==> src/rtl/bank_cmd_issue_stage_if.sv <==
// Handshake bundle for bank_cmd_issue_stage.
//   Enqueue side : in_valid/in_ready, in_addr, in_data, in_cs/in_ras/in_cas/in_we
//   Issue side   : out_valid/out_ready, out_addr, out_data, out_cs/out_ras/out_cas/out_we,
//                  out_request_id
// master = scheduler/port environment, slave = the issue stage itself.
interface bank_cmd_issue_stage_if;
  logic        in_valid;
  logic        in_ready;
  logic [31:0] in_addr;
  logic [31:0] in_data;
  logic        in_cs;
  logic        in_ras;
  logic        in_cas;
  logic        in_we;

  logic        out_valid;
  logic        out_ready;
  logic [31:0] out_addr;
  logic [31:0] out_data;
  logic        out_cs;
  logic        out_ras;
  logic        out_cas;
  logic        out_we;
  logic [31:0] out_request_id;

  modport master (
    output in_valid, in_addr, in_data, in_cs, in_ras, in_cas, in_we, out_ready,
    input  in_ready, out_valid, out_addr, out_data, out_cs, out_ras, out_cas, out_we,
           out_request_id
  );

  modport slave (
    input  in_valid, in_addr, in_data, in_cs, in_ras, in_cas, in_we, out_ready,
    output in_ready, out_valid, out_addr, out_data, out_cs, out_ras, out_cas, out_we,
           out_request_id
  );
endinterface

==> src/rtl/bank_cmd_issue_stage.sv <==
// bank_cmd_issue_stage
// Per-(rank,bank) DRAM command issue stage. Encoded commands are queued in a FIFO, tagged
// with a request id at enqueue, and the FIFO head is offered downstream only once its
// DRAM timing constraints (tRCD, tRAS, tRP, tRFC, tCCD) and the self-refresh state allow.
//
// Ports
//   clk           clock
//   reset         asynchronous reset, active-low; while low every output reads 0
//   bus           bank_cmd_issue_stage_if.slave (enqueue and issue handshakes)
//   global_cycle  free-running 64-bit cycle count
//   drop_count    saturating count of enqueue fires carrying an invalid encoding
//   stall_cycles  saturating count of cycles the head was held back or backpressured
//
// Build option
//   BANK_CMD_STALL_STATS_EN  when defined, stall_cycles counts; otherwise it is tied to 0.
//
// state     | meaning
// ----------+---------------------------------------------------------------
// ST_NORMAL | any head meeting its timers issues; SRE fire -> ST_SREF
// ST_SREF   | self refresh; only SRX may issue; SRX fire -> ST_NORMAL
module bank_cmd_issue_stage #(
  parameter int RANK  = 0,
  parameter int BANK  = 0,
  parameter int DEPTH = 8,
  parameter int T_RCD = 4,
  parameter int T_RAS = 8,
  parameter int T_RP  = 4,
  parameter int T_RFC = 16,
  parameter int T_CCD = 2
) (
  input  logic                 clk,
  input  logic                 reset,
  bank_cmd_issue_stage_if.slave bus,
  output logic [63:0]          global_cycle,
  output logic [15:0]          drop_count,
  output logic [31:0]          stall_cycles
);

  localparam int AW = $clog2(DEPTH);
  localparam int TW = 16;

  localparam logic [3:0] CMD_REF = 4'b0001;
  localparam logic [3:0] CMD_PRE = 4'b0010;
  localparam logic [3:0] CMD_ACT = 4'b0011;
  localparam logic [3:0] CMD_RD  = 4'b0101;
  localparam logic [3:0] CMD_WR  = 4'b0100;
  localparam logic [3:0] CMD_SRE = 4'b0000;
  localparam logic [3:0] CMD_SRX = 4'b0111;

  typedef enum logic [0:0] {
    ST_NORMAL = 1'b0,
    ST_SREF   = 1'b1
  } state_t;

  state_t state;

  logic [31:0] mem_addr [DEPTH];
  logic [31:0] mem_data [DEPTH];
  logic [3:0]  mem_cmd  [DEPTH];
  logic [31:0] mem_id   [DEPTH];

  // One extra pointer bit distinguishes full from empty.
  logic [AW:0]   wr_ptr;
  logic [AW:0]   rd_ptr;
  logic [AW-1:0] wr_idx;
  logic [AW-1:0] rd_idx;

  logic          empty;
  logic          full;
  logic          code_ok;
  logic          head_elig;
  logic          in_fire;
  logic          enq;
  logic          deq;
  logic [3:0]    in_cmd;
  logic [3:0]    head_cmd;
  logic [31:0]   next_id;

  // Cycles remaining before the constrained command class may fire; 0 = satisfied.
  logic [TW-1:0] tmr_rcd;
  logic [TW-1:0] tmr_ras;
  logic [TW-1:0] tmr_rp;
  logic [TW-1:0] tmr_rfc;
  logic [TW-1:0] tmr_ccd;

  // RANK/BANK are informational; keep them referenced so they show up in netlists.
  logic [31:0] info_unused;
  assign info_unused = 32'(RANK) ^ 32'(BANK);

  assign wr_idx   = wr_ptr[AW-1:0];
  assign rd_idx   = rd_ptr[AW-1:0];
  assign in_cmd   = {bus.in_cs, bus.in_ras, bus.in_cas, bus.in_we};
  assign head_cmd = mem_cmd[rd_idx];
  assign empty    = (wr_ptr == rd_ptr);
  assign full     = (wr_ptr[AW] != rd_ptr[AW]) && (wr_idx == rd_idx);

  always_comb begin
    code_ok = 1'b0;
    case (in_cmd)
      CMD_REF, CMD_PRE, CMD_ACT, CMD_RD, CMD_WR, CMD_SRE, CMD_SRX: code_ok = 1'b1;
      default: code_ok = 1'b0;
    endcase
  end

  always_comb begin
    head_elig = 1'b0;
    if (tmr_rfc == '0) begin
      if (state == ST_SREF) begin
        head_elig = (head_cmd == CMD_SRX);
      end else begin
        case (head_cmd)
          CMD_RD, CMD_WR:   head_elig = (tmr_rcd == '0) && (tmr_ccd == '0);
          CMD_PRE:          head_elig = (tmr_ras == '0);
          CMD_ACT, CMD_REF: head_elig = (tmr_rp == '0);
          CMD_SRE, CMD_SRX: head_elig = 1'b1;
          default:          head_elig = 1'b0;
        endcase
      end
    end
  end

  // Outputs are forced low while reset is held, including the FIFO read port.
  assign bus.in_ready       = reset && !full;
  assign bus.out_valid      = reset && !empty && head_elig;
  assign bus.out_addr       = reset ? mem_addr[rd_idx] : '0;
  assign bus.out_data       = reset ? mem_data[rd_idx] : '0;
  assign bus.out_request_id = reset ? mem_id[rd_idx] : '0;
  assign bus.out_cs         = reset && head_cmd[3];
  assign bus.out_ras        = reset && head_cmd[2];
  assign bus.out_cas        = reset && head_cmd[1];
  assign bus.out_we         = reset && head_cmd[0];

  assign in_fire = bus.in_valid && bus.in_ready;
  assign enq     = in_fire && code_ok;
  assign deq     = bus.out_valid && bus.out_ready;

  always_ff @(posedge clk) begin
    if (enq) begin
      mem_addr[wr_idx] <= bus.in_addr;
      mem_data[wr_idx] <= bus.in_data;
      mem_cmd[wr_idx]  <= in_cmd;
      mem_id[wr_idx]   <= next_id;
    end
  end

  always_ff @(posedge clk or negedge reset) begin
    if (!reset) begin
      wr_ptr       <= '0;
      rd_ptr       <= '0;
      next_id      <= '0;
      drop_count   <= '0;
      global_cycle <= '0;
    end else begin
      global_cycle <= global_cycle + 64'd1;
      if (enq) begin
        wr_ptr  <= wr_ptr + (AW+1)'(1);
        next_id <= next_id + 32'd1;
      end
      if (deq) begin
        rd_ptr <= rd_ptr + (AW+1)'(1);
      end
      if (in_fire && !code_ok && (drop_count != '1)) begin
        drop_count <= drop_count + 16'd1;
      end
    end
  end

  function automatic logic [TW-1:0] tick(input logic [TW-1:0] t);
    return (t == '0) ? '0 : t - TW'(1);
  endfunction

  // Loading T-1 at the end of fire cycle c makes the timer reach 0 in cycle c+T.
  always_ff @(posedge clk or negedge reset) begin
    if (!reset) begin
      tmr_rcd <= '0;
      tmr_ras <= '0;
      tmr_rp  <= '0;
      tmr_rfc <= '0;
      tmr_ccd <= '0;
    end else begin
      tmr_rcd <= tick(tmr_rcd);
      tmr_ras <= tick(tmr_ras);
      tmr_rp  <= tick(tmr_rp);
      tmr_rfc <= tick(tmr_rfc);
      tmr_ccd <= tick(tmr_ccd);
      if (deq) begin
        case (head_cmd)
          CMD_ACT: begin
            tmr_rcd <= TW'(T_RCD - 1);
            tmr_ras <= TW'(T_RAS - 1);
          end
          CMD_RD, CMD_WR:   tmr_ccd <= TW'(T_CCD - 1);
          CMD_PRE:          tmr_rp  <= TW'(T_RP - 1);
          CMD_REF, CMD_SRX: tmr_rfc <= TW'(T_RFC - 1);
          default: ;
        endcase
      end
    end
  end

  always_ff @(posedge clk or negedge reset) begin
    if (!reset) begin
      state <= ST_NORMAL;
    end else if (deq) begin
      case (state)
        ST_NORMAL: if (head_cmd == CMD_SRE) state <= ST_SREF;
        ST_SREF:   if (head_cmd == CMD_SRX) state <= ST_NORMAL;
        default:   state <= ST_NORMAL;
      endcase
    end
  end

`ifdef BANK_CMD_STALL_STATS_EN
  always_ff @(posedge clk or negedge reset) begin
    if (!reset) begin
      stall_cycles <= '0;
    end else if (((!empty && !head_elig) || (bus.out_valid && !bus.out_ready)) &&
                 (stall_cycles != '1)) begin
      stall_cycles <= stall_cycles + 32'd1;
    end
  end
`else
  assign stall_cycles = '0;
`endif

endmodule
==> src/flat_wrapper.sv <==
// flat-port wrapper written by rule: the top's interface ports become plain ports
module bank_cmd_issue_stage_flat 
#(
  parameter int RANK  = 0,
  parameter int BANK  = 0,
  parameter int DEPTH = 8,
  parameter int T_RCD = 4,
  parameter int T_RAS = 8,
  parameter int T_RP  = 4,
  parameter int T_RFC = 16,
  parameter int T_CCD = 2
)
  (clk, reset, global_cycle, drop_count, stall_cycles, bus_in_valid, bus_in_addr, bus_in_data, bus_in_cs, bus_in_ras, bus_in_cas, bus_in_we, bus_out_ready, bus_in_ready, bus_out_valid, bus_out_addr, bus_out_data, bus_out_cs, bus_out_ras, bus_out_cas, bus_out_we, bus_out_request_id);
  bank_cmd_issue_stage_if bus_i ();
  input  logic clk;
  input  logic reset;
  output logic [63:0] global_cycle;
  output logic [15:0] drop_count;
  output logic [31:0] stall_cycles;
  input wire logic [$bits(bus_i.in_valid)-1:0] bus_in_valid;
  input wire logic [$bits(bus_i.in_addr)-1:0] bus_in_addr;
  input wire logic [$bits(bus_i.in_data)-1:0] bus_in_data;
  input wire logic [$bits(bus_i.in_cs)-1:0] bus_in_cs;
  input wire logic [$bits(bus_i.in_ras)-1:0] bus_in_ras;
  input wire logic [$bits(bus_i.in_cas)-1:0] bus_in_cas;
  input wire logic [$bits(bus_i.in_we)-1:0] bus_in_we;
  input wire logic [$bits(bus_i.out_ready)-1:0] bus_out_ready;
  output wire logic [$bits(bus_i.in_ready)-1:0] bus_in_ready;
  output wire logic [$bits(bus_i.out_valid)-1:0] bus_out_valid;
  output wire logic [$bits(bus_i.out_addr)-1:0] bus_out_addr;
  output wire logic [$bits(bus_i.out_data)-1:0] bus_out_data;
  output wire logic [$bits(bus_i.out_cs)-1:0] bus_out_cs;
  output wire logic [$bits(bus_i.out_ras)-1:0] bus_out_ras;
  output wire logic [$bits(bus_i.out_cas)-1:0] bus_out_cas;
  output wire logic [$bits(bus_i.out_we)-1:0] bus_out_we;
  output wire logic [$bits(bus_i.out_request_id)-1:0] bus_out_request_id;
  assign bus_i.in_valid = bus_in_valid;
  assign bus_i.in_addr = bus_in_addr;
  assign bus_i.in_data = bus_in_data;
  assign bus_i.in_cs = bus_in_cs;
  assign bus_i.in_ras = bus_in_ras;
  assign bus_i.in_cas = bus_in_cas;
  assign bus_i.in_we = bus_in_we;
  assign bus_i.out_ready = bus_out_ready;
  assign bus_in_ready = bus_i.in_ready;
  assign bus_out_valid = bus_i.out_valid;
  assign bus_out_addr = bus_i.out_addr;
  assign bus_out_data = bus_i.out_data;
  assign bus_out_cs = bus_i.out_cs;
  assign bus_out_ras = bus_i.out_ras;
  assign bus_out_cas = bus_i.out_cas;
  assign bus_out_we = bus_i.out_we;
  assign bus_out_request_id = bus_i.out_request_id;
  bank_cmd_issue_stage #(.RANK(RANK), .BANK(BANK), .DEPTH(DEPTH), .T_RCD(T_RCD), .T_RAS(T_RAS), .T_RP(T_RP), .T_RFC(T_RFC), .T_CCD(T_CCD)) u_core (.clk(clk), .reset(reset), .bus(bus_i), .global_cycle(global_cycle), .drop_count(drop_count), .stall_cycles(stall_cycles));
endmodule
==> config.mk <==
export PLATFORM = sky130hd
export DESIGN_NAME = bank_cmd_issue_stage_flat
export DESIGN_NICKNAME = d
export VERILOG_FILES = /design/src/rtl/bank_cmd_issue_stage_if.sv /design/src/rtl/bank_cmd_issue_stage.sv /design/src/flat_wrapper.sv
export SDC_FILE = /design/constraint.sdc
export NUM_CORES = 1
export LEC_CHECK = 0
export BUFFER_PORTS_ARGS = -buffer_cell sky130_fd_sc_hd__buf_2
export CAP_MARGIN = 40
export CORE_MARGIN = 2
export CORE_UTILIZATION = 35
export CTS_BUF_LIST = sky130_fd_sc_hd__clkbuf_4 sky130_fd_sc_hd__clkbuf_8
export DETAILED_ROUTE_END_ITERATION = 16
export HOLD_SLACK_MARGIN = 0.06
export PLACE_DENSITY = 0.63
export SETUP_SLACK_MARGIN = 0.2
export SLEW_MARGIN = 20
export SYNTH_ARGS = -nofsm -noshare
export SYNTH_HDL_FRONTEND = slang
export SYNTH_SLANG_ARGS = --single-unit
export TNS_END_PERCENT = 20
==> constraint.sdc <==
create_clock -name clk -period 23.6 [get_ports clk]
set_input_delay 4.72 -clock clk [delete_from_list [all_inputs] [get_ports clk]]
set_output_delay 4.72 -clock clk [all_outputs]
set_load 0.02 [all_outputs]
# Word-level counts from Yosys, hierarchy flattened
# Memories as Yosys holds them, arrays and structs flattened.
# Index checks and enable logic that the tools add are counted.
# W data, S select, Z words.
# totals
reg_bits	201
ram_bits	800
out_inout_bits	214
wordCells	98
n_memories	4
# mem_list
name	words	width	read_ports	rd_clocked_by_memory_dff	write_ports	line_no	text
u_core.mem_addr	8	32	1	0	1	bank_cmd_issue_stage.sv:57	logic [31:0] mem_addr [DEPTH];
u_core.mem_data	8	32	1	0	1	bank_cmd_issue_stage.sv:58	logic [31:0] mem_data [DEPTH];
u_core.mem_id	8	32	1	0	1	bank_cmd_issue_stage.sv:60	logic [31:0] mem_id [DEPTH];
u_core.mem_cmd	8	4	1	0	1	bank_cmd_issue_stage.sv:59	logic [3:0] mem_cmd [DEPTH];
# op_classes
n_addsub	10
n_eq_ne	16
mux	27
bitwise	1
n_reduce_logical	29
# ops
operator	n
$mux W16	15
$mux W32	3
$logic_not A16 Y1	5
$sub A16 B1 Y16 const B	5
$add A64 B1 Y64 const B	1
$add A32 B1 Y32 const B	1
$eq A4 B3 Y1 const B	6
$add A16 B1 Y16 const B	1
$eq A4 B2 Y1 const B	4
$ne A16 B16 Y1 const B	1
$logic_and A1 B1 Y1	14
$add A4 B1 Y4 const B	2
$eq A4 B1 Y1 const B	2
$logic_not A4 Y1	2
$reduce_or A2 Y1	4
$mux W1	7
$reduce_or A7 Y1	1
$eq A4 B4 Y1	1
$pmux W1 S4	1
$eq A3 B3 Y1	1
$logic_not A1 Y1	3
$pmux W1 S2	1
$ne A1 B1 Y1	1
$not A1 Y1	1

# Longest topological paths before layout
# Gate-level depths: netlist of run 1.
# An unclocked memory read counts as a cell.
# depth
word_depth	9
depth_mapped	11
mapped_depth_nobuf	9

# Worst setup path before layout of run 1
# No wires, ideal clock.
# synth_path
kind	in2reg
from	input bus_in_valid
to	memory u_core.mem_addr[2][0], enable pin
arrival_time_ps	15454
setup_slack_ps	7305
cell_stages	4
path_buffers	0
path_cell_list	nand2_1 a41oi_2 nand2_2 nor4b_1
# synth_between
elab_chain_cells	4
# synth_lines
item	line_no	text
start, declared	flat_wrapper.sv:20	input wire logic [$bits(bus_i.in_valid)-1:0] bus_in_valid;
$logic_and A1 B1 Y1	bank_cmd_issue_stage.sv:133	assign in_fire = bus.in_valid && bus.in_ready;
$logic_and A1 B1 Y1	bank_cmd_issue_stage.sv:134	assign enq = in_fire && code_ok;
$mux W1	bank_cmd_issue_stage.sv:138	if (enq) begin
$mux W1 (implied by the code)	bank_cmd_issue_stage.sv:139	mem_addr[wr_idx] <= bus.in_addr;
end, declared	bank_cmd_issue_stage.sv:57	
# No other way between the ends.

# Worst setup path after layout of run 1
# layout_path
from	input reset
to	output bus_out_data[21]
# layout_between
elab_chain_cells	1
# layout_lines
item	line_no	text
start, declared	flat_wrapper.sv:16	input logic reset;
$mux W32	bank_cmd_issue_stage.sv:126	assign bus.out_data = reset ? mem_data[rd_idx] : '0;
end, declared	flat_wrapper.sv:31	output wire logic [$bits(bus_i.out_data)-1:0] bus_out_data;
# No other way between the ends.

==> results.py, run 1 <==
metrics = {
    "global_routing": {
        "grt_pass1_wl_mm": 134,
        "grt_max_degree": 122,
        "antenna_found_initial": 8,
        "grt_pass1_vias": 22000,
        "overflow": 0,
        "grt_usage_pct": 15.2,
    },
    "synth": {
        "synthCells": 2199,
        "async_reset_ff_share_pct": 20.1,
        "synth_top_area_cell": "edfxtp_1",
        "ys_types": 64,
        "syn_area_sq_um": 39800,
        "ys_warn_count": 0,
        "ys_top_cells_by_area": "edfxtp_1 60%, dfrtp_1 13%, mux4_2 11%",
        "synth_top_area_share_pct": 60.3,
        "ys.flop_type": "edfxtp_1",
        "synth-edff-count": 800,
        "syn_avg_cell_area_sq_um": 18.1,
        "synth-seq-cells": 1001,
        "synth-seq-area-share_pct": 72.9,
    },
    "setup_path": {
        "start_kind": "primary input",
        "crit_type": "primary input to output port",
        "required_ns": 18.88,
        "end_kind": "output port",
        "r2r-end": "u_core.mem_data[3][25]$_DFFE_PP_",
        "worstReg2RegStart": "u_core.rd_ptr[2]$_DFFE_PN0P_",
        "ff2ff_path_depth": 7,
        "path_max_fanout": 59,
        "worstPathArrival_ns": 6.61,
        "r2r_slack_ns": 19.56,
    },
    "job": {
        "maxCapViolations": 0,
    },
    "cts": {
        "cts_buffer_depth": 3,
        "cts.root.buffer_cell": "clkbuf_8",
        "htreeDepth": 4,
        "post_cts_buffers": 0,
        "cts-buffers-inserted": 165,
        "cts_tree": "yes",
        "clk_latency_ns": 0.81,
        "cts_sinks": 1001,
        "clk_pin_slew_ns": 0.05,
        "cts_hold_buf": 0,
        "ctsResizeCount": 0,
    },
    "drt": {
        "drc_errors": 0,
        "post_drt_wl_per_cell_um": 21.2,
        "drtAntennaViolNets": 0,
        "dr.pass1.iters": 5,
        "wl_mm": 89.4,
        "viasPerCell": 5.03,
        "dr.first_iter.drc_count": 1470,
        "num_vias": 21200,
    },
    "timing": {
        "rsz0062_at_grt": "false",
        "clock_skew_ns": 0.0503,
        "min_period_ns": 11.33,
        "setup_tns_ns": 0,
        "slew_headroom_pct": 42.0,
        "drv_slew": 0,
        "min_period_over_period_pct": 48.0,
        "max_freq_ghz": 0.0883,
        "worstMarginPinSlew_ns": 0.870,
        "setup-violations-final": 0,
        "hold_violations": 0,
    },
    "floorplan": {
        "rows": 123,
        "die_h_um": 341,
        "core-area_sq_um": 113000,
        "start_util_pct": 35.4,
        "die_area_sq_um": 117000,
        "fp.dieW_um": 341,
        "io_pins": 286,
    },
    "worst_hold_path": {
        "hp-class": "flop to flop",
        "whs_endpoint": "u_core.global_cycle[63]$_DFF_PN0_",
        "whs_path_depth": 1,
        "worstHoldStart": "u_core.global_cycle[63]$_DFF_PN0_",
    },
    "power": {
        "power_per_cell_area_nw_per_um2": 83.4,
        "total_power_mw": 3.89,
        "p_leak_nw": 16.0,
        "peakVddDrop_mv": 0.0476,
    },
    "layout": {
        "nets": 2659,
        "area_growth_pct": 17.2,
        "drive_gt1_share_pct": 29.8,
    },
    "place": {
        "port-buffer-count": 253,
        "place_congestion": 0.815,
        "dpl.hpwl_mm": 52.3,
    },
    "outcome": {
        "status": "finished clean",
    },
}
[how the worst max path moves through the flow]
stage | slack, ns | startpoint | cells past startpoint | end
after CTS | 12.09 | reset | 5 | bus_out_data[21]
final | 12.27 | reset | 6 | bus_out_data[21]
after global placement | 12.28 | reset | 5 | bus_out_data[2]
after detailed placement | 12.10 | reset | 5 | bus_out_data[21]
after global routing | 12.12 | reset | 6 | bus_out_request_id[28]
after floorplan | 7.31 | bus_in_valid | 4 | u_core.mem_addr[2][0]$_DFFE_PP_
[area by class of cell]
type	count	area [sq um]
antenna	5	12.5
clock buffer	237	2910
clock inverter	62	551
fill	9983	66000
inverter	30	115
multi-input combinational	1081	10200
sequential	1001	29100
tap	1500	1880
timing repair buffer	297	1900
[cells in the mapped netlist (2+ instances only)]
| cell | n |
|---|---|
| nor4b_1 | 4 |
| edfxtp_1 | 800 |
| mux4_2 | 200 |
| ha_1 | 11 |
| buf_4 | 32 |
| nor2_1 | 205 |
| mux2i_1 | 100 |
| a31o_2 | 3 |
| and3_1 | 23 |
| nor3b_1 | 6 |
| and4_1 | 6 |
| nor4_1 | 16 |
| o211ai_1 | 2 |
| buf_6 | 4 |
| nand3_1 | 48 |
| o21ai_0 | 24 |
| or4_1 | 7 |
| inv_1 | 30 |
| or2_2 | 3 |
| xor2_1 | 49 |
| dfrtp_1 | 201 |
| nor2b_1 | 3 |
| buf_2 | 10 |
| a21oi_1 | 14 |
| nor3_1 | 33 |
| and2_1 | 8 |
| a31o_4 | 2 |
| buf_1 | 22 |
| xnor2_1 | 116 |
| a31oi_1 | 3 |
| nand2b_1 | 7 |
| mux2_2 | 2 |
| or3_1 | 11 |
| o31ai_1 | 6 |
| o41ai_1 | 3 |
| nand4_1 | 27 |
| clkbuf_1 | 50 |
| nand2_1 | 81 |
| nor4_4 | 2 |
[power by group]
| part | total, mW | internal (mW) | switching, mW |
|---|---|---|---|
| clock | 1.57 | 0.879 | 0.693 |
| combinational | 0.247 | 0.0909 | 0.156 |
| sequential | 2.07 | 2.00 | 0.0670 |
| total | 3.89 | 2.97 | 0.917 |
[state kept, by name, indices dropped and copies added, names as in the netlist, 16 cells and up]
signal and cells:
u_core.drop_count 16, u_core.global_cycle 64, u_core.mem_addr 256, u_core.mem_cmd 32, u_core.mem_data 256, u_core.mem_id 256, u_core.next_id 32, u_core.tmr_ccd 16
u_core.tmr_ras 16, u_core.tmr_rcd 16, u_core.tmr_rfc 16, u_core.tmr_rp 16
[worst max-delay path, cell delays in order]
cell and delay, ns:
clkbuf_8 0.29, inv_4 0.47, buf_4 0.46, buf_12 0.25
nor2_1 0.10, buf_2 0.17
[cell usage in the layout (no fill, tap or decap), types with 4 or more instances in the layout]
master	synthesis	final
a21oi_1	14	14
and2_1	8	8
and3_1	23	23
and4_1	6	6
buf_12	0	6
buf_16	0	11
buf_2	10	253
buf_4	32	26
bufinv_16	0	7
clkbuf_4	0	56
clkbuf_8	0	182
clkinv_1	0	27
clkinv_2	0	15
conb_1	1	32
dfrtp_1	201	198
diode_2	0	5
edfxtp_1	800	800
ha_1	11	11
inv_1	30	29
inv_12	0	5
mux2i_1	100	100
mux4_2	200	200
nand2_1	81	81
nand2b_1	7	7
nand3_1	48	48
nand4_1	27	27
nor2_1	205	204
nor3_1	33	30
nor3b_1	6	4
nor4_1	16	13
nor4_2	1	4
o21ai_0	24	24
o31ai_1	6	6
or3_1	11	11
or4_1	7	7
xnor2_1	116	116
xor2_1	49	49
[cells by family after synthesis]
kind of cell	Yosys count	synth area share, %
flip-flops	1001	72.9
AND/OR/NAND/NOR	502	6.14
multiplexers	305	14.0
XOR/XNOR	165	3.63
buffers and inverters	148	1.80
AO/OA/AOI/OAI	66	1.13
adder cells (fa/ha/maj)	11	0.346
other	1	0.00941
[routing by layer]
metal	global-route usage (%)	routed length, um	up-vias
li1	-	-	9267
met1	20.0	38800	11100
met2	25.1	44100	629
met3	3.33	4770	147
met4	4.92	1730	10
met5	0	62	-
[through the flow]
step	hold WS, ns	cells	setup WS, ns	instance area [sq um]	util [%]
3_3_place_gp	0.466	3894	12.28	42800	38.0
6_report	0.483	4213	12.27	46700	41.4
2_1_floorplan	0.460	2230	7.31	39900	-
4_1_cts	0.485	4202	12.09	46500	41.3
3_5_place_dp	0.475	3903	12.10	43100	38.2
5_1_grt	0.503	4212	12.12	46700	41.4
Note: power is estimated with default switching activity, not from simulation.
==> run 2: changes to the inputs <==
--- a/config.mk
+++ b/config.mk
@@ -12,7 +12,7 @@
 export CTS_BUF_LIST = sky130_fd_sc_hd__clkbuf_4 sky130_fd_sc_hd__clkbuf_8
 export DETAILED_ROUTE_END_ITERATION = 16
 export HOLD_SLACK_MARGIN = 0.06
-export PLACE_DENSITY = 0.63
+export PLACE_DENSITY = 0.65
 export SETUP_SLACK_MARGIN = 0.2
 export SLEW_MARGIN = 20
 export SYNTH_ARGS = -nofsm -noshare
==> constraint.sdc (replaced) <==
create_clock -name clk -period 9.2 [get_ports clk]
set_input_delay 1.84 -clock clk [delete_from_list [all_inputs] [get_ports clk]]
set_output_delay 1.84 -clock clk [all_outputs]
set_load 0.02 [all_outputs]
==> run 2 against run 1 <==
  * Die area unchanged
  * Sequential share of layout area is 0.18 points higher
  * Core utilization decreased by 0.12 points
  * Power grew to 2.5 times the previous value
  * Setup slack worse by 9.1 ns
==> results.py, run 2 (synthesis results as in run 1) <==
metrics = {
    "timing": {
        "setup-violations-final": 0,
        "max_freq_ghz": 0.165,
        "hold_violations": 0,
        "whs_ns": 0.466,
        "layout_setup_ws_ns": 3.13,
        "min_period_ns": 6.07,
        "worstMarginPinSlew_ns": 0.882,
        "rsz0062_at_grt": "false",
        "drv_slew": 0,
        "slew_headroom_pct": 41.2,
        "min_period_over_period_pct": 66.0,
        "clock_skew_ns": 0.0318,
    },
    "drt": {
        "post_drt_wl_per_cell_um": 20.3,
        "dr.pass1.iters": 5,
        "wl_mm": 85.8,
        "drt-met1-wl_mm": 37.4,
        "drc_errors": 0,
        "viasPerCell": 4.90,
        "num_vias": 20700,
        "route.met2.wl_mm": 40.8,
        "wl_met3_mm": 5.76,
        "drtAntennaViolNets": 0,
        "dr.first_iter.drc_count": 1579,
        "top_layer_used": "met5",
    },
    "layout": {
        "fillers": 10000,
        "finish.instance_area_sq_um": 46500,
        "multi_input_area_sq_um": 10300,
        "seq_area_sq_um": 29100,
        "nets": 2663,
        "drive_gt1_share_pct": 29.9,
        "mostFrequentLayoutCell": "edfxtp_1",
        "area_growth_pct": 16.8,
        "final_cell_mix": "800 x edfxtp_1, 253 x buf_2, 204 x nor2_1",
        "reg_top3": "u_core.mem_addr x256, u_core.mem_data x256, u_core.mem_id x256",
        "final_util_pct": 41.3,
    },
    "setup_path": {
        "crit_type": "flop to output port",
        "start_kind": "flop",
        "path_max_fanout": 98,
        "critPathMaxStageDelay_ns": 0.62,
        "worstPathArrival_ns": 4.23,
        "slowest_stage": "dfrtp_4",
        "worstReg2RegStart": "u_core.rd_ptr[0]$_DFFE_PN0P_",
        "r2r-end": "u_core.mem_data[1][7]$_DFFE_PP_",
        "r2r_slack_ns": 4.81,
        "end_kind": "output port",
        "required_ns": 7.36,
        "ff2ff_path_depth": 8,
        "crit_chain": "buf_4 -> buf_16 -> buf_12 -> mux4_2 -> mux2i_1 -> nor2_1 -> buf_2",
    },
    "cts": {
        "cts-buffers-inserted": 165,
        "ctsResizeCount": 0,
        "cts_buffer_depth": 3,
        "cts.root.buffer_cell": "clkbuf_8",
        "post_cts_buffers": 0,
        "cts_sinks": 1001,
        "cts_tree": "yes",
        "htreeDepth": 4,
        "cts_hold_buf": 0,
        "clk_pin_slew_ns": 0.06,
        "clk_latency_ns": 0.86,
    },
    "global_routing": {
        "antenna_found_initial": 18,
        "grt_pass1_wl_mm": 131,
        "overflow": 0,
        "grt_usage_pct": 14.8,
        "grt_pass1_vias": 21400,
        "grt_max_degree": 100,
    },
    "floorplan": {
        "fp.dieW_um": 341,
        "die_area_sq_um": 117000,
        "start_util_pct": 35.4,
        "rows": 123,
        "io_pins": 286,
        "die_h_um": 341,
        "core-area_sq_um": 113000,
    },
    "power": {
        "combPwrFrac_pct": 6.4,
        "seq_power_share_pct": 54.1,
        "intPower_mw": 7.46,
        "total_power_mw": 9.83,
        "peakVddDrop_mv": 0.132,
        "p_sw_share_pct": 24.1,
        "power_per_cell_area_nw_per_um2": 211,
        "p_sw_mw": 2.37,
        "power_frac_clock_pct": 39.6,
        "p_leak_nw": 15.9,
    },
    "place": {
        "port-buffer-count": 253,
        "dpl.hpwl_mm": 49.8,
        "placed_cell_area_sq_um": 43200,
        "place_congestion": 0.790,
        "preCtsSetupSlack_ns": 3.54,
    },
    "outcome": {
        "status": "finished clean",
    },
    "worst_hold_path": {
        "hp-class": "flop to flop",
        "worstHoldStart": "u_core.global_cycle[63]$_DFF_PN0_",
        "whs_endpoint": "u_core.global_cycle[63]$_DFF_PN0_",
        "whs_path_depth": 1,
    },
    "job": {
        "maxCapViolations": 0,
    },
}
==> run 2: cell count changes in the layout (fill, tap and decap cells not counted), moves of 2 or more <==
| cell | delta |
|---|---|
| bufinv_16 | -4 |
| buf_16 | -4 |
| clkbuf_4 | -3 |
| clkbuf_8 | -7 |
| buf_12 | +4 |
| clkinv_4 | +2 |
| clkinv_2 | +5 |
| diode_2 | +5 |
| clkinvlp_4 | +3 |
| buf_4 | +4 |
==> run 2: cell type report <==
cell class,instances,share of cell area [%]
Antenna cell,10,0.0538
Clock buffer,228,6.03
Clock inverter,68,1.06
Inverter,30,0.247
Multi-Input combinational cell,1081,22.0
Sequential cell,1001,62.5
Tap cell,1500,4.03
Timing Repair Buffer,301,4.08
==> run 2: worst max-delay path by stage <==
stage | from | slack, ns | cells after the start | end
final | u_core.rd_ptr[0]$_DFFE_PN0P_ | 3.13 | 7 | bus_out_addr[14]
after global routing | u_core.rd_ptr[0]$_DFFE_PN0P_ | 2.59 | 7 | bus_out_request_id[2]
after CTS | u_core.rd_ptr[0]$_DFFE_PN0P_ | 2.84 | 7 | bus_out_request_id[2]
after detailed placement | reset | 3.54 | 5 | bus_out_we
after global placement | reset | 3.56 | 5 | bus_out_we
after floorplan | bus_in_valid | -1.46 | 6 | u_core.mem_addr[3][0]$_DFFE_PP_
==> run 2: metal layers <==
layer / vias to the layer above / track usage (%)
met5: - / 0
met4: 18 / 4.93
met3: 153 / 4.01
met2: 613 / 23.6
met1: 10600 / 19.8
li1: 9290 / -
==> run 2: through the flow <==
step	setup TNS (ns)	std cells
6_report	0	4219
2_1_floorplan	-527.02	2230
3_3_place_gp	0	3897
4_1_cts	0	4208
3_5_place_dp	0	3912
5_1_grt	0	4214
==> run 2: power by group through the flow <==
stage	clock [mW]	combinational (mW)	sequential, mW
CTS	4.02	0.637	5.31
finish	3.89	0.626	5.31
global placement	0	0.620	5.39
floorplan	0	0.416	5.37
detailed placement	0	0.634	5.40
global route	4.21	0.699	5.34
==> run 2: critical path, delay by kind of cell, from the launching register on <==
| family | cells | cell delay, ns |
|---|---|---|
| buffers and inverters | 4 | 1.48 |
| multiplexers | 2 | 0.98 |
| flip-flops | 1 | 0.62 |
| AND/OR/NAND/NOR | 1 | 0.09 |
==> run 3: changes to the inputs <==
--- a/config.mk
+++ b/config.mk
@@ -12,7 +12,7 @@
 export CTS_BUF_LIST = sky130_fd_sc_hd__clkbuf_4 sky130_fd_sc_hd__clkbuf_8
 export DETAILED_ROUTE_END_ITERATION = 16
 export HOLD_SLACK_MARGIN = 0.06
-export PLACE_DENSITY = 0.65
+export PLACE_DENSITY = 0.63
 export SETUP_SLACK_MARGIN = 0.2
 export SLEW_MARGIN = 20
 export SYNTH_ARGS = -nofsm -noshare
==> constraint.sdc (replaced) <==
create_clock -name clk -period 5.88 [get_ports clk]
set_input_delay 1.176 -clock clk [delete_from_list [all_inputs] [get_ports clk]]
set_output_delay 1.176 -clock clk [all_outputs]
set_load 0.02 [all_outputs]
==> run 3 against run 2 <==
  * Clock-buffer cell count increased by 9
  * Clock power increased by 60%
  * Combinational power increased by 61%
  * Via count increased by 1.4%
  * Core utilization increased by 0.099 points
  * Clock skew increased by 0.0048 ns
  * Sequential cell count unchanged
  * Non-clock buffer count increased by 2
  * Final area increased by 0.24%
  * Cell count about the same
==> results.py, run 3 (synthesis results as in run 1) <==
metrics = {
    "setup_path": {
        "required_ns": 4.70,
        "r2r_slack_ns": 1.72,
        "crit_type": "flop to output port",
        "r2r-end": "u_core.mem_data[7][8]$_DFFE_PP_",
        "end_kind": "output port",
        "worstPathArrival_ns": 3.98,
        "path_max_fanout": 33,
        "start_kind": "flop",
        "ff2ff_path_depth": 7,
        "worstReg2RegStart": "u_core.rd_ptr[0]$_DFFE_PN0P_",
    },
    "drt": {
        "drc_errors": 0,
        "num_vias": 21000,
        "wl_mm": 90.5,
        "dr.first_iter.drc_count": 1359,
        "viasPerCell": 4.97,
        "post_drt_wl_per_cell_um": 21.4,
        "drtAntennaViolNets": 0,
        "dr.pass1.iters": 5,
    },
    "place": {
        "placed_cell_area_sq_um": 43200,
        "port-buffer-count": 253,
        "place_inst": 3913,
        "dpl.hpwl_mm": 53.4,
        "place_congestion": 0.817,
    },
    "power": {
        "power_per_cell_area_nw_per_um2": 333,
        "p_sw_mw": 3.68,
        "power_frac_clock_pct": 40.0,
        "p_leak_nw": 16.0,
        "p_sw_share_pct": 23.7,
        "peakVddDrop_mv": 0.200,
        "seq_power_share_pct": 53.5,
        "combPwrFrac_pct": 6.5,
        "intPower_mw": 11.9,
        "total_power_mw": 15.5,
    },
    "floorplan": {
        "io_pins": 286,
        "core-area_sq_um": 113000,
        "die_h_um": 341,
        "fp.dieW_um": 341,
        "die_area_sq_um": 117000,
        "start_util_pct": 35.4,
        "rows": 123,
    },
    "global_routing": {
        "overflow": 0,
        "grt_pass1_wl_mm": 138,
        "grt_pass1_vias": 22500,
        "grt_usage_pct": 15.6,
        "antenna_found_initial": 25,
        "grt_max_degree": 75,
    },
    "timing": {
        "min_period_over_period_pct": 87.6,
        "drv_slew": 0,
        "clock_skew_ns": 0.0366,
        "worstMarginPinSlew_ns": 0.821,
        "setup-violations-final": 0,
        "hold_violations": 0,
        "slew_headroom_pct": 45.1,
        "min_period_ns": 5.15,
        "setup_tns_ns": 0,
        "rsz0062_at_grt": "false",
        "max_freq_ghz": 0.194,
        "whs_ns": 0.287,
    },
    "cts": {
        "cts_hold_buf": 0,
        "cts.root.buffer_cell": "clkbuf_8",
        "htreeDepth": 4,
        "ctsResizeCount": 0,
        "cts_sinks": 1001,
        "clk_latency_ns": 0.83,
        "cts_tree": "yes",
        "cts-buffers-inserted": 165,
        "cts_buffer_depth": 3,
        "post_cts_buffers": 0,
        "clk_pin_slew_ns": 0.07,
    },
    "layout": {
        "final_cell_mix": "800 x edfxtp_1, 252 x buf_2, 204 x nor2_1",
        "area_growth_pct": 17.1,
        "reg_top3": "u_core.mem_addr x256, u_core.mem_data x256, u_core.mem_id x256",
        "mostFrequentLayoutCell": "edfxtp_1",
        "fin_cells": 4221,
        "finish.instance_area_sq_um": 46600,
        "nets": 2665,
        "drive_gt1_share_pct": 30.1,
    },
    "outcome": {
        "status": "finished clean",
    },
    "job": {
        "maxCapViolations": 0,
    },
    "worst_hold_path": {
        "hp-class": "primary input to asynchronous set/reset pin",
    },
}
-- run 3: cell types whose count changed in the layout (fill, tap and decap cells not counted), moves of 3 or more --
cell       previous run  this run
bufinv_16             3         6
nor3_2                3         0
clkbuf_4             53        61
inv_12                4         1
buf_4                30        33
clkinv_2             20        17
diode_2              10         7
nor3_4                0         3
-- run 3: cell type report --
type	count	area, sq um
Fill cell	10000	66000
Sequential cell	1001	29100
Multi-Input combinational cell	1081	10300
Clock buffer	237	2890
Timing Repair Buffer	303	1900
Tap cell	1500	1880
Clock inverter	62	502
Inverter	30	115
Antenna cell	7	17.5
-- run 3: through the flow --
stage	utilization, %	setup WS, ns
3_5_place_dp	38.3	1.43
6_report	41.4	0.727
3_3_place_gp	38.2	1.43
5_1_grt	41.4	0.350
4_1_cts	41.4	0.507
2_1_floorplan	-	-0.945
-- run 3: worst max path at each step --
stage,slack [ns],depth (start not counted),to,startpoint
2_1_floorplan,-0.95,6,u_core.mem_addr[7][0]$_DFFE_PP_,bus_in_valid
3_3_place_gp,1.43,7,u_core.mem_addr[4][18]$_DFFE_PP_,reset
3_5_place_dp,1.43,6,bus_out_data[15],u_core.rd_ptr[0]$_DFFE_PN0P_
4_1_cts,0.51,6,bus_out_data[15],u_core.rd_ptr[0]$_DFFE_PN0P_
5_1_grt,0.35,6,bus_out_data[10],u_core.rd_ptr[0]$_DFFE_PN0P_
6_report,0.73,6,bus_out_data[15],u_core.rd_ptr[0]$_DFFE_PN0P_
-- run 3: worst max-delay path: stages (launching register included) --
cell and delay (ns):
dfrtp_4 0.79, buf_4 0.66, buf_4 0.61, mux4_2 0.57, mux2i_1 0.22, nor2_1 0.06, buf_2 0.17
-- run 3: per-layer routing --
| metal | global-route usage (%) | wire [um] |
|---|---|---|
| met2 | 26.3 | 44700 |
| met4 | 4.71 | 1810 |
| met1 | 19.5 | 37100 |
| met5 | 0 | 181 |
| met3 | 4.66 | 6700 |
-- run 3: power by group through the flow --
stage                     clock network, mW  logic [mW]  registers, mW
after floorplan                           0       0.666           8.39
after global placement                    0       0.964           8.42
after detailed placement                  0        1.02           8.46
after CTS                              6.42        1.03           8.32
after global routing                   6.73        1.12           8.36
final                                  6.22        1.01           8.32
